$ cat src/rtl/key_digit_accumulator.sv
// Turns debounced keypad presses into edits of a 4-digit BCD entry buffer.
// Each press yields exactly one edit: digit shift-in, clear (key 10) or backspace (key 11).
module key_digit_accumulator #(
    parameter int unsigned RELEASE_CYCLES = 16
) (
    input  logic       Clock,
    input  logic       Reset,
    input  logic       Found,
    input  logic [3:0] OnesDigit,
    input  logic [3:0] TensDigit,
    output logic [3:0] Digit0,
    output logic [3:0] Digit1,
    output logic [3:0] Digit2,
    output logic [3:0] Digit3,
    output logic [2:0] DigitCount,
    output logic       Full,
    output logic       KeyStrobe
);

    localparam logic [1:0] StIdle    = 2'd0;
    localparam logic [1:0] StAccept  = 2'd1;
    localparam logic [1:0] StHeld    = 2'd2;
    localparam logic [1:0] StRelease = 2'd3;

    localparam logic [7:0] RelLimit = 8'(RELEASE_CYCLES);

    logic [1:0] state_q, state_d;
    logic [7:0] cnt_q, cnt_d;
    logic [4:0] key_q, key_d;
    logic       valid_q, valid_d;
    logic [3:0] d0_q, d0_d, d1_q, d1_d, d2_q, d2_d, d3_q, d3_d;
    logic [2:0] count_q, count_d;
    logic       full_q, full_d;
    logic       strobe_q, strobe_d;

    logic [4:0] key_code;
    logic       key_valid;

    // Truncation to 5 bits can alias a large code onto a small one, so validity
    // is judged from the raw digits as well and captured alongside the code.
    assign key_code  = 5'({1'b0, TensDigit} * 5'd10) + {1'b0, OnesDigit};
    assign key_valid = (TensDigit <= 4'd1) && (OnesDigit <= 4'd9) && (key_code <= 5'd15);

    always_comb begin
        state_d  = state_q;
        cnt_d    = cnt_q;
        key_d    = key_q;
        valid_d  = valid_q;
        d0_d     = d0_q;
        d1_d     = d1_q;
        d2_d     = d2_q;
        d3_d     = d3_q;
        count_d  = count_q;
        strobe_d = 1'b0;

        case (state_q)
            StIdle: begin
                if (Found) begin
                    key_d   = key_code;
                    valid_d = key_valid;
                    state_d = StAccept;
                end
            end
            StAccept: begin
                state_d = StHeld;
                if (valid_q) begin
                    strobe_d = 1'b1;
                    if (key_q <= 5'd9) begin
                        if (count_q != 3'd4) begin
                            d3_d    = d2_q;
                            d2_d    = d1_q;
                            d1_d    = d0_q;
                            d0_d    = key_q[3:0];
                            count_d = count_q + 3'd1;
                        end
                    end else if (key_q == 5'd10) begin
                        d0_d    = 4'd0;
                        d1_d    = 4'd0;
                        d2_d    = 4'd0;
                        d3_d    = 4'd0;
                        count_d = 3'd0;
                    end else if (key_q == 5'd11) begin
                        if (count_q != 3'd0) begin
                            d0_d    = d1_q;
                            d1_d    = d2_q;
                            d2_d    = d3_q;
                            d3_d    = 4'd0;
                            count_d = count_q - 3'd1;
                        end
                    end
                end
            end
            StHeld: begin
                if (!Found) begin
                    if (RelLimit == 8'd1) begin
                        state_d = StIdle;
                        cnt_d   = 8'd0;
                    end else begin
                        state_d = StRelease;
                        cnt_d   = 8'd1;
                    end
                end
            end
            default: begin
                if (Found) begin
                    state_d = StHeld;
                    cnt_d   = 8'd0;
                end else if (cnt_q + 8'd1 == RelLimit) begin
                    state_d = StIdle;
                    cnt_d   = 8'd0;
                end else begin
                    cnt_d = cnt_q + 8'd1;
                end
            end
        endcase

        full_d = (count_d == 3'd4);
    end

    always_ff @(posedge Clock) begin
        if (Reset) begin
            state_q  <= StIdle;
            cnt_q    <= 8'd0;
            key_q    <= 5'd0;
            valid_q  <= 1'b0;
            d0_q     <= 4'd0;
            d1_q     <= 4'd0;
            d2_q     <= 4'd0;
            d3_q     <= 4'd0;
            count_q  <= 3'd0;
            full_q   <= 1'b0;
            strobe_q <= 1'b0;
        end else begin
            state_q  <= state_d;
            cnt_q    <= cnt_d;
            key_q    <= key_d;
            valid_q  <= valid_d;
            d0_q     <= d0_d;
            d1_q     <= d1_d;
            d2_q     <= d2_d;
            d3_q     <= d3_d;
            count_q  <= count_d;
            full_q   <= full_d;
            strobe_q <= strobe_d;
        end
    end

    assign Digit0     = d0_q;
    assign Digit1     = d1_q;
    assign Digit2     = d2_q;
    assign Digit3     = d3_q;
    assign DigitCount = count_q;
    assign Full       = full_q;
    assign KeyStrobe  = strobe_q;

endmodule

$ cat config.mk
export PLATFORM = sky130hd
export DESIGN_NAME = key_digit_accumulator
export DESIGN_NICKNAME = d
export VERILOG_FILES = /design/src/rtl/key_digit_accumulator.sv
export SDC_FILE = /design/constraint.sdc
export NUM_CORES = 1
export LEC_CHECK = 0
export ABC_AREA = 1
export CAP_MARGIN = 20
export CORE_UTILIZATION = 40
export DETAILED_ROUTE_END_ITERATION = 7
export GPL_TIMING_DRIVEN = 1
export HOLD_SLACK_MARGIN = 0.06
export SETUP_SLACK_MARGIN = 0.1
export SLEW_MARGIN = 0
export SYNTH_ARGS = -nofsm -noshare
export SYNTH_HDL_FRONTEND = slang
export SYNTH_SLANG_ARGS = --single-unit
$ cat constraint.sdc
create_clock -name Clock -period 1.75 [get_ports Clock]
set_input_delay 0.35 -clock Clock [delete_from_list [all_inputs] [get_ports Clock]]
set_output_delay 0.35 -clock Clock [all_outputs]
set_load 0.01 [all_outputs]
; ---- Word-level counts from Yosys, hierarchy flattened
; Cells that the tools add are included.
[classes]
addsub = 4
mul = 1
magnitude_cmp = 4
n_eq_ne = 10
mux = 37
n_bitwise = 2
n_reduce_logical = 13
[ops]
columns = op, count
row1 = 2-to-1 mux 4 bit, 20
row2 = 2-to-1 mux 8 bit, 3
row3 = 2-to-1 mux 3 bit, 7
row4 = one-hot mux 8 bit (2 select lines), 1
row5 = "== test 5 x 4 -> 1 bit, second input constant", 2
row6 = "less-or-equal comparator 5 x 4 -> 1 bit, second input constant", 2
row7 = nonzero test 3 bit, 3
row8 = "adder 8 x 1 -> 8 bit, second input constant", 1
row9 = "== test 8 x 5 -> 1 bit, second input constant", 1
row10 = 2-to-1 mux 2 bit, 4
row11 = one-hot mux 2 bit (3 select lines), 1
row12 = adder 5 x 4 -> 5 bit, 1
row13 = AND reduction 5 bit, 1
row14 = "less-or-equal comparator 4 x 1 -> 1 bit, second input constant", 1
row15 = "less-or-equal comparator 4 bit, second input constant", 1
row16 = "multiplier 4 x 3 -> 4 bit, second input constant", 1
row17 = "inequality test 2 bit, second input constant", 2
row18 = AND reduction 2 bit, 2
row19 = nonzero test 4 bit, 1
row20 = OR reduction 2 bit, 2
row21 = "adder 3 x 1 -> 3 bit, second input constant", 1
row22 = "== test 3 bit, second input constant", 1
row23 = "inequality test 3 bit, second input constant", 1
row24 = AND reduction 3 bit, 1
row25 = other kinds (8), 10
[totals]
reg_bits = 37
input_bits = 11
out_inout_bits = 21

; ---- Logic depth before layout (Yosys ltp)
[logic_depth]
ltp_word = 8
ltp_mapped = 13

; ---- Worst setup path after synthesis
; OpenSTA, ideal clock, no wires.
[synth_timing]
kind = reg2reg
startpoint = register count_q[0] (netlist: DigitCount[0])
endpoint = register d3_q[3] (netlist: Digit3[3])
setup_time_ps = 68
t_arrival_ps = 1438
t_required_ps = 1682
slack_ps = 244
stages_incl_launch_ff = 11
period_less_slack_ps = 1506
path_cell_list = dfxtp_1 > inv_1 > ha_1 > nand2_1 > nand3_1 > nand2_4 > nand2_4 > inv_2 > buf_6 > nand3_1 > a21oi_2
[synth_via]
elab_chain_cells = 3
[synth_rtl]
columns = item, line
row1 = from (decl), 32  ; logic [2:0] count_q, count_d;
row2 = from (signal assigned), 142  ; count_q <= count_d;
row3 = inequality test 3 bit / nonzero test 3 bit (equally long branches), "69, 83"
row4 = inequality test 2 x 1 -> 1 bit (no line) / nonzero test 3 bit (equally long branches), -
row5 = AND reduction 5 bit (no line) (*), -
row6 = to (signal assigned), 129  ; d3_q <= 4'd0;
row7 = to (signal assigned), 141  ; d3_q <= d3_d;
row8 = to (decl), 31  ; logic [3:0] d0_q, d0_d, d1_q, d1_d, d2_q, d2_d, d3_q, d3_d;
; Mark *: on every way between the ends. The rest lies on a longest branch, timed or not.
; A chain may end at the register's enable or synchronous reset.

; ---- Final worst setup path
[layout_timing]
startpoint = register d2_q[2] (netlist: Digit2[2])
endpoint = output Digit2[2]
[layout_rtl]
columns = item, line
row1 = from (decl), 31
row2 = from (signal assigned), 128  ; d2_q <= 4'd0;
row3 = from (signal assigned), 140  ; d2_q <= d2_d;
row4 = to (decl), 13  ; output logic [3:0] Digit2,
; No word-level cell between the ends.

==> metrics.txt <==
largest net degree at the start of global routing 21; Pleak 0.00125 uW; Worst VDD drop 0.483 mV; maxcap violations 0; Clk network pwr share between 20% and 30%; port bufs 31; Hold Vio Cnt, Final 0; Hold Path Class reg -> reg; Int Pwr 1670 uW; Clock Sinks 37; drt drc 0; Reg clk slew, reported paths ~0.07 ns; RSZ-0062 raised after global routing no; crit path max fanout 4; Cell Pwr Density 896 nW/um2; worst hold slack between 0.4 and 0.5 ns; setup tns final 0 ns; GRT Util Overall about a fifth; 1st-pass router iterations 6; Cell Area, Synth 2130 um2; drt total wl roughly 4.8 mm; Final WS setup 0.157 ns; met1 Resource Use GR roughly a quarter; die height 74.9 um; CTS root buffer clkbuf_8; fill count 523; post-synthesis sequential area ratio 34.8%; Yosys top cell area share roughly a third; Ports 32; grt ovf 0; WP data required 1.40 ns; Worst EP arrival about 1.2 ns; met3 usage 4.42%; Hold Startpoint cnt_q[7]$_SDFFE_PP0P_; Final GP Congestion approximately 0.77; Synthesized Nets 329; setup violators final 0; Netlist cell types 34; CP bufs+invs 1; Mapped Cells 304; Clock Skew 0.00541 ns; fin crit share 91.0%; Gate power share between 30% and 40%; CP startpoint Digit2[2]$_SDFFE_PP0P_; Total Power 2560 uW; register-to-register path setup slack 0.22 ns; CTS tree done; vias post-DR roughly 2100; NumNets Final 379; Synth area leaders dfxtp_1 (35%), nand2_1 (14%), ha_1 (7.7%), inv_1 (6.0%), a21oi_1 (5.9%); synth-to-layout area growth 34.4%; cell family with most CP delay buffers and inverters; CP peak stage delay 0.56 ns; initial DRC count 51; DR WL/cell 11.4 um; antenna-violating nets left 0; maximum buffer depth of the clock tree 2; post-layout min period 1.59 ns; R2R Path Start state_q[1]$_SDFFE_PP0P_; max_slew headroom 70.2%; Synth Warn # 0; DR vias/cell 4.84; number of synthesized register bits 37; vias in the first global route 1810; switching part of the total 34.6%; Worst Setup EP Digit2[2]; chip width 74.9 um; R2R depth 10; gr busiest metal met2; Core Region about 5100 um2; fin. max-slew vios 0; DIE AREA roughly 5600 um2; status complete, no violations; num rows 26; switching power 886 uW; commonest non-fill, non-tap cells in the layout nand2_1 (76), inv_1 (31), dfxtp_1 (30); DP Wirelength 3.43 mm; CP Cell Sequence clkdlybuf4s50_1; WP depth 1; Max Freq ~0.63 GHz; RR Endpoint Digit1[1]$_SDFFE_PP0P_; Starting Density between 40% and 50%; global routing usage on met2 30.5%; commonest non-fill, non-tap cell in the layout nand2_1; ANT cells 0; Worst Setup End Kind output port; H-tree depth 2; Sequential Power Share approximately two fifths; DP Worst Slack -0.251 ns; Num CTS Buffers 5; Slowest cell on crit path clkdlybuf4s50_1; mean post-synth cell area 6.99 um2; Skew-Pair Late Insertion Delay 0.29 ns; first-pass GRT wire length 7.98 mm; area leader, netlist dfxtp_1; fraction of layout cells with a size suffix above 1 20.1%; Worst Setup Start Kind flop; initial antenna violation count 0; Crit Path Class reg -> out; Least-Margin Pin Slew 0.447 ns
worst reg2reg max path: stages (launching register included):
cell and delay (ns):
dfxtp_1 0.33, inv_1 0.10, ha_1 0.21, nand2_2 0.10
inv_2 0.08, nand2_1 0.06, inv_2 0.11, nand2_8 0.09
buf_4 0.16, o21ai_1 0.13, a21oi_1 0.06
through the flow:
| stage | instance area [um2] | util (%) | std cells |
|---|---|---|---|
| after floorplan | 2130 | - | 304 |
| after global placement | 2580 | 50.5 | 411 |
| after detailed placement | 2580 | 50.5 | 411 |
| after CTS | 2690 | 52.7 | 418 |
| after global routing | 2860 | 55.9 | 424 |
| final | 2860 | 55.9 | 424 |
synth_stat cells (all sizes together):
master / count
a211oi: 1
a21o: 3
a21oi: 30
buf: 6
clkbuf: 3
dfxtp: 37
fa: 1
ha: 13
inv: 38
mux2: 1
mux2i: 1
nand2: 84
nand3: 16
nand3b: 2
nand4: 4
nor2: 29
nor3: 5
o211ai: 1
o21a: 1
o21ai: 20
o21bai: 1
o22ai: 4
or2: 1
xnor2: 1
xor2: 1
power by group through the flow:
stage | Sequential (uW) | Combinational [uW] | Clock, uW
2_1_floorplan | 973 | 558 | 0
3_3_place_gp | 983 | 794 | 0
3_5_place_dp | 985 | 796 | 0
4_1_cts | 966 | 804 | 729
5_1_grt | 986 | 974 | 770
6_report | 977 | 871 | 712
how the worst min path moves through the flow:
stage / to / slack, ns / cells after the start
finish: cnt_q[7]$_SDFFE_PP0P_ / 0.48 / 2
global placement: cnt_q[7]$_SDFFE_PP0P_ / 0.46 / 2
global route: valid_q$_SDFFE_PP0P_ / 0.50 / 4
floorplan: valid_q$_SDFFE_PP0P_ / 0.45 / 2
CTS: cnt_q[7]$_SDFFE_PP0P_ / 0.48 / 2
detailed placement: cnt_q[7]$_SDFFE_PP0P_ / 0.47 / 2
cell families after synthesis:
| logic type | after synthesis | synth area share [%] |
|---|---|---|
| flip-flops | 37 | 34.8 |
| multiplexers | 2 | 1.00 |
| AO/OA/AOI/OAI | 61 | 16.3 |
| AND/OR/NAND/NOR | 141 | 28.8 |
| buffers and inverters | 47 | 9.59 |
| adder cells (fa/ha/maj) | 14 | 8.59 |
| XOR/XNOR | 2 | 0.824 |
what timing repair did:
action                     CTS  global route
pin swaps                    0            15
gates resized for setup      2            37
hold buffers                 0             0
setup endpoints to repair    3            26
gates cloned                 0             1
setup buffers                0             5
per-layer routing:
layer  part of all wire, %  vias up
li1                      -     1081
met1                    49      931
met2                    47       33
met3                   2.8        8
met4                   1.2        0
met5                     0        -
flip-flops by register name, indices dropped and copies added, names as in the netlist:
| register | count |
|---|---|
| key_q | 5 |
| valid_q | 1 |
| state_q | 2 |
| Digit1 | 4 |
| Digit3 | 4 |
| KeyStrobe | 1 |
| Digit0 | 4 |
| Digit2 | 4 |
| Full | 1 |
| DigitCount | 3 |
| cnt_q | 8 |
cell type report:
class	count	area, um2	area share, %
Clock buffer	5	68.8	2.41
Multi-Input combinational cell	221	1280	44.9
Clock inverter	2	35.0	1.23
Sequential cell	37	752	26.3
Inverter	38	153	5.34
Tap cell	70	87.6	3.07
Timing Repair Buffer	51	478	16.7
Power figures use the tool's default switching activity.
